===== src/rtl/multi_edge_detector.sv =====
// Multi-channel debounced edge detector: per-channel synchroniser, 4-state
// debounce FSM, mode-selected one-cycle event pulses and a shared event counter.
`timescale 1ns/1ps
module multi_edge_detector #(
    parameter int CHANNELS        = 4,
    parameter int SYNC_STAGES     = 2,
    parameter int DEBOUNCE_CYCLES = 4,
    parameter int COUNT_W         = 8
) (
    input  logic                clock,
    input  logic                reset,
    input  logic [CHANNELS-1:0] w,
    input  logic [1:0]          mode,
    input  logic                clear,
    output logic [CHANNELS-1:0] z,
    output logic [CHANNELS-1:0] level,
    output logic                any_event,
    output logic [COUNT_W-1:0]  event_count
);

    localparam int CNT_W = $clog2(DEBOUNCE_CYCLES + 1);
    localparam int POP_W = $clog2(CHANNELS + 1);
    localparam logic [CNT_W-1:0] CNT_LAST = CNT_W'(DEBOUNCE_CYCLES - 1);

    typedef enum logic [1:0] {
        LOW      = 2'd0,
        RISE_CHK = 2'd1,
        HIGH     = 2'd2,
        FALL_CHK = 2'd3
    } state_t;

    logic w_rise_en;
    logic w_fall_en;

    // Mode only gates the pulse at the accepting edge; the FSMs never see it.
    assign w_rise_en = (mode == 2'b00) || (mode == 2'b10);
    assign w_fall_en = (mode == 2'b01) || (mode == 2'b10);

    for (genvar i = 0; i < CHANNELS; i++) begin : g_chan
        logic [SYNC_STAGES-1:0] r_sync;
        logic                   w_s;
        state_t                 r_state;
        logic [CNT_W-1:0]       r_cnt;
        logic                   r_z;
        logic                   r_level;

        assign w_s      = r_sync[SYNC_STAGES-1];
        assign z[i]     = r_z;
        assign level[i] = r_level;

        // NOTE: every flop here is non-blocking (<=) so all stages sample the
        // pre-edge values; blocking assignments would collapse the sync chain.
        always_ff @(posedge clock or negedge reset) begin
            if (!reset) begin
                r_sync  <= '0;
                r_state <= LOW;
                r_cnt   <= '0;
                r_z     <= 1'b0;
                r_level <= 1'b0;
            end else begin
                r_sync <= {r_sync[SYNC_STAGES-2:0], w[i]};
                r_z    <= 1'b0;
                unique case (r_state)
                    LOW: begin
                        if (w_s) begin
                            if (DEBOUNCE_CYCLES == 1) begin
                                r_state <= HIGH;
                                r_level <= 1'b1;
                                r_z     <= w_rise_en;
                            end else begin
                                r_state <= RISE_CHK;
                                r_cnt   <= CNT_W'(1);
                            end
                        end
                    end
                    RISE_CHK: begin
                        if (!w_s) begin
                            r_state <= LOW;
                            r_cnt   <= '0;
                        end else if (r_cnt == CNT_LAST) begin
                            r_state <= HIGH;
                            r_level <= 1'b1;
                            r_z     <= w_rise_en;
                            r_cnt   <= '0;
                        end else begin
                            r_cnt <= r_cnt + CNT_W'(1);
                        end
                    end
                    HIGH: begin
                        if (!w_s) begin
                            if (DEBOUNCE_CYCLES == 1) begin
                                r_state <= LOW;
                                r_level <= 1'b0;
                                r_z     <= w_fall_en;
                            end else begin
                                r_state <= FALL_CHK;
                                r_cnt   <= CNT_W'(1);
                            end
                        end
                    end
                    FALL_CHK: begin
                        if (w_s) begin
                            r_state <= HIGH;
                            r_cnt   <= '0;
                        end else if (r_cnt == CNT_LAST) begin
                            r_state <= LOW;
                            r_level <= 1'b0;
                            r_z     <= w_fall_en;
                            r_cnt   <= '0;
                        end else begin
                            r_cnt <= r_cnt + CNT_W'(1);
                        end
                    end
                    default: begin
                        r_state <= LOW;
                        r_cnt   <= '0;
                        r_level <= 1'b0;
                    end
                endcase
            end
        end
    end

    logic [POP_W-1:0]   w_pop;
    logic [COUNT_W-1:0] r_count;

    // NOTE: w_pop gets a default before the loop so no path leaves it unassigned
    // and no latch is inferred.
    always_comb begin
        w_pop = '0;
        for (int i = 0; i < CHANNELS; i++) begin
            w_pop = w_pop + POP_W'(z[i]);
        end
    end

    // Counts the pulses visible on z; a clear in the same cycle discards them.
    always_ff @(posedge clock or negedge reset) begin
        if (!reset) begin
            r_count <= '0;
        end else if (clear) begin
            r_count <= '0;
        end else begin
            r_count <= r_count + COUNT_W'(w_pop);
        end
    end

    assign any_event   = |z;
    assign event_count = r_count;

endmodule


===== config.mk =====
export PLATFORM = sky130hd
export DESIGN_NAME = multi_edge_detector
export DESIGN_NICKNAME = d
export VERILOG_FILES = /design/src/rtl/multi_edge_detector.sv
export SDC_FILE = /design/constraint.sdc
export NUM_CORES = 1
export LEC_CHECK = 0
export CORE_ASPECT_RATIO = 0.9
export CORE_MARGIN = 3
export CORE_UTILIZATION = 58
export DETAILED_ROUTE_END_ITERATION = 8
export PLACE_DENSITY = 0.79
export SYNTH_ARGS = -nofsm -noshare
export SYNTH_HDL_FRONTEND = slang
export SYNTH_SLANG_ARGS = --single-unit

===== constraint.sdc =====
create_clock -name clock -period 5.5 [get_ports clock]
set_input_delay 1.1 -clock clock [delete_from_list [all_inputs] [get_ports clock]]
set_output_delay 1.1 -clock clock [all_outputs]
set_load 0.01 [all_outputs]

* Word-level counts from Yosys, hierarchy flattened
Cells that the tools add are included.
** Word-level totals
- Register bits after elaboration :: 44
- Input port bits :: 9
- Output and inout port bits :: 17
- Logic and storage cells :: 196
** Cells by class
- Add/subtract/negate cells :: 8
- Eq/ne operators :: 50
- Mux-type cells :: 93
- Reduce and logical (&&, ||, !) cells :: 24
** Operators by type and width (count)
- $mux W3 :: 20
- $mux W2 :: 24
- $ne A2 B2 Y1 const B :: 24
- $pmux W3 S4 :: 4
- $mux W1 :: 32
- $pmux W2 S4 :: 4
- $ne A3 B3 Y1 const B :: 8
- $reduce_and A5 Y1 :: 4
- $eq A2 B2 Y1 const B :: 9
- $pmux W1 S2 :: 8
- $reduce_and A4 Y1 :: 4
- $add A3 B1 Y3 const B :: 4
- $eq A3 B2 Y1 const B :: 4
- $eq A2 B1 Y1 const B :: 5
- $logic_not A2 Y1 :: 5
- $add A8 B3 Y8 :: 1
- $mux W8 :: 1
- $reduce_and A2 Y1 :: 4
- $reduce_bool A2 Y1 :: 4
- $reduce_or A4 Y1 :: 1
- $add A2 B1 Y3 :: 1
- $add A3 B1 Y3 :: 1
- $add A1 B1 Y2 :: 1
- $logic_or A1 B1 Y1 :: 2

* Logic depth before layout (Yosys ltp)
- Depth in word-level cells :: 5
- Gate-level depth with buffers :: 8
- Gate-level depth less buffers :: 8

* Worst setup path before layout
Ideal clock, no wire load.
- Path type :: register to register
- Start :: reg r_count[0] (netlist: event_count[0])
- End :: reg r_count[1] (netlist: event_count[1])
- Arrival time :: 1939 ps
- Slack :: 3432 ps
- Cell stages (with the launch flop) :: 7
- Path through :: dfrtp_1 fa_1 inv_1 fa_1 inv_1 fa_1 nor2b_1
** On the way
- Word-level cells in the longest chain between the ends :: 2
** Ends and longest elaborated chain
- start, declared :: line 125 : logic [COUNT_W-1:0] r_count;
- start signal, assigned :: line 143 : r_count <= r_count + COUNT_W'(w_pop);
- $add A8 B3 Y8 :: line 143
- $mux W8 :: line 140 : end else if (clear) begin
Every way passes these cells.
A chain may end at the register's enable or synchronous reset.

* Worst setup path in the final report
- Start :: reg g_chan[3].r_z
- End :: out any_event
** On the way
- Word-level cells in the longest chain between the ends :: 1
** Ends and longest elaborated chain
- start, declared :: line 44 : logic r_z;
- start signal, assigned :: line 69 : r_z <= w_rise_en;
- start signal, assigned :: line 83 : r_z <= w_rise_en;
- start signal, assigned :: line 94 : r_z <= w_fall_en;
- $reduce_or A4 Y1 :: line 147 : assign any_event = |z;
- end, declared :: line 17 : output logic any_event,
Every way passes these cells.

==> results.sh <==
export IMPL_status="complete, no violations"
export IMPL_viasPerCell=5.43
export IMPL_grt_max_degree=45
export IMPL_hold_viol=0
export IMPL_layout_commonest_cell="dfrtp_1"
export IMPL_drt_initial_drc_count=73
export IMPL_die_w_um=67.7
export IMPL_yosysWarnings=0
export IMPL_period_minus_slack_ps=2800
export IMPL_synth_area_top_cells="dfrtp_1 55%, ha_1 4.4%, o21ai_0 4.3%"
export IMPL_n_antenna_cell=0
export IMPL_final_max_slew_viol_count=0
export IMPL_track_usage_pct=16.7
export IMPL_cts_setup_buffers=0
export IMPL_final_util_pct=72.9
export IMPL_cp_startpoint="g_chan[3].r_z$_DFF_PN0_"
export IMPL_timing_rr_end="event_count[1]$_DFF_PN0_"
export IMPL_synthCells=182
export IMPL_numClockSinks=44
export IMPL_fin_skew_ps=1.96
export IMPL_cts_buffers=5
export IMPL_wirelength_mm=3.10
export IMPL_grtUsageMet3_pct=6.39
export IMPL_r2r_start="event_count[0]$_DFF_PN0_"
export IMPL_relSlewSlack_pct=38.3
export IMPL_grt_pass1_wl_mm=5.15
export IMPL_rsz0062_at_grt="false"
export IMPL_synth_seq_cells=44
export IMPL_synth_avg_cell_area_um2=10.9
export IMPL_finalHoldWorstSlack_ps=351
export IMPL_portBuffers=25
export IMPL_syn_area_um2=1980
export IMPL_nNetsFinal=223
export IMPL_tightest_slew_ps=925
export IMPL_yosys_most_used_dff="dfrtp_1"
export IMPL_die_h_um=61.5
export IMPL_core_area_um2=3160
export IMPL_num_fill_cells=220
export IMPL_leakage_uw=0.00103
export IMPL_p_clk_share_pct=22.8
export IMPL_final_layout_size_suffix_gt1_share_pct=4.39
export IMPL_gp_congestion=0.776
export IMPL_cts_path_max_buffers=2
export IMPL_routedWlPerCell_um=12.5
export IMPL_crit_fanout=3
export IMPL_firstDrtPassIters=4
export IMPL_antenna_found_initial=0
export IMPL_seq_power_share_pct=52.9
export IMPL_route_detailed_drc=0
export IMPL_critPathKind="flop to primary output"
export IMPL_switchingPower_uw=277
export IMPL_reg2regPathDepth=6
export IMPL_p_int_uw=587
export IMPL_cts_hold_buf=0
export IMPL_ctsRootBufferMaster="clkbuf_8"
export IMPL_reg2reg_slack_ps=3400
export IMPL_netlist_area_leader_share_pct=55.5
export IMPL_num_rows=19
export IMPL_power_frac_comb_pct=24.3
export IMPL_cp_data_arrival_time_ps=1700
export IMPL_htree_levels=2
export IMPL_fmax_ghz=0.357
export IMPL_pin_count=26
export IMPL_start_util_pct=62.8
export IMPL_vdd_drop_max_mv=0.231
export IMPL_yosysTopAreaCell="dfrtp_1"
export IMPL_finalSetupTns_ps=0
export IMPL_die_area_um2=4160
export IMPL_grt_ovfl_total=0
export IMPL_syn_to_final_growth_pct=16.1
export IMPL_dp_hpwl_mm=2.32
export IMPL_hp_class="flop to flop"
export IMPL_finalSetupViolCount=0
export IMPL_grt_pass1_vias=1234
export IMPL_power_density_nw_per_um2=375
export IMPL_cts_resized=0
export IMPL_clock_latency_ps=280
export IMPL_maxCapViolCount=0
export IMPL_syn_num_nets=201
export IMPL_swShare_pct=32.1
export IMPL_async_flop_share_pct=100
export IMPL_vias=1342
export IMPL_period_share_pct=50.9
export IMPL_path_clk_slew_ps=70
export IMPL_end_kind="primary output"
export IMPL_synth_edf_count=0
export IMPL_start_kind="flop"
export IMPL_grtUsageMet2_pct=26.6
export IMPL_critPathCapture="any_event"
export IMPL_final_cell_mix="44 x dfrtp_1, 24 x clkdlybuf4s50_1, 18 x nor2_1"
export IMPL_yosysSeqAreaShare_pct=55.5
export IMPL_grtUsageMet1_pct=20.7
export IMPL_ys_types=31
export IMPL_busiest_layer="met2"
export IMPL_critPathRequiredTime_ps=4400
export IMPL_cts_tree="yes"
export IMPL_ant_nets=0
==> synthesized netlist by cell type, drive strengths merged, types with 4 or more instances <==
cell type and instances:
nor2 18, nor2b 7, buf 9, ha 7
nand3 4, nand2 14, xor2 9, dfrtp 44
o21ai 17, o21a 5, inv 10, a21oi 4
nor3 4, a31oi 6
==> stage by stage <==
| step | std cells | cell area [um2] | worst slack (ps) | power [uW] |
|---|---|---|---|---|
| after floorplan | 182 | 1980 | 3430 | 606 |
| after global placement | 239 | 2210 | 3040 | 648 |
| after detailed placement | 239 | 2210 | 3010 | 672 |
| after CTS | 247 | 2300 | 2690 | 872 |
| after global routing | 247 | 2300 | 2650 | 927 |
| final | 247 | 2300 | 2700 | 865 |
==> power groups by stage <==
stage / combinational, uW / sequential (uW) / clock [uW]
2_1_floorplan: 165 / 441 / 0
3_3_place_gp: 192 / 455 / 0
3_5_place_dp: 211 / 461 / 0
4_1_cts: 212 / 455 / 204
5_1_grt: 241 / 467 / 218
6_report: 210 / 457 / 197
==> cell families (layout without fill, tap and decap cells) <==
group	count (synthesis)	in the layout	share of synthesized area, %
flops	44	44	55.5
buf+inv	20	43	5.36
simple gates	58	58	14.5
fa+ha+maj	10	10	7.44
compound gates	38	38	11.5
xor+xnor	12	12	5.68
==> state kept, by name, summed over array words and instances (netlist names), named ones only <==
signal / count
g_chan.r_level: 4
g_chan.r_z: 4
g_chan.r_sync: 8
event_count: 8
g_chan.r_state: 4
g_chan.r_cnt: 12
==> worst min path at each step <==
stage                                              from                             to  slack [ps]  cells after the start
after detailed placement  g_chan[3].r_sync[0]$_DFF_PN0_  g_chan[3].r_sync[1]$_DFF_PN0_         340                      0
after global routing      g_chan[3].r_sync[0]$_DFF_PN0_  g_chan[3].r_sync[1]$_DFF_PN0_         360                      0
after CTS                 g_chan[3].r_sync[0]$_DFF_PN0_  g_chan[3].r_sync[1]$_DFF_PN0_         350                      0
final                     g_chan[3].r_sync[0]$_DFF_PN0_  g_chan[3].r_sync[1]$_DFF_PN0_         350                      0
after global placement    g_chan[0].r_sync[0]$_DFF_PN0_  g_chan[0].r_sync[1]$_DFF_PN0_         330                      0
after floorplan           g_chan[0].r_sync[0]$_DFF_PN0_  g_chan[0].r_sync[1]$_DFF_PN0_         330                      0
==> worst max-delay path, cell delays in order (launching register included) <==
cell and delay, ps:
dfrtp_1 400, or4_1 530, clkdlybuf4s50_1 500
==> layer usage <==
layer,vias to the layer above,wire (um)
met1,660,1420
met2,33,1460
met4,0,26
met5,-,0
li1,647,-
met3,2,197
==> area by class of cell <==
class                           count  area [um2]  area share (%)
Clock buffer                        8        90.1            3.91
Inverter                           10        37.5            1.63
Multi-Input combinational cell    118         777            33.7
Sequential cell                    44        1100            47.8
Tap cell                           42        52.6            2.28
Timing Repair Buffer               25         245            10.6
No activity file was read; power rests on OpenSTA's default activity.
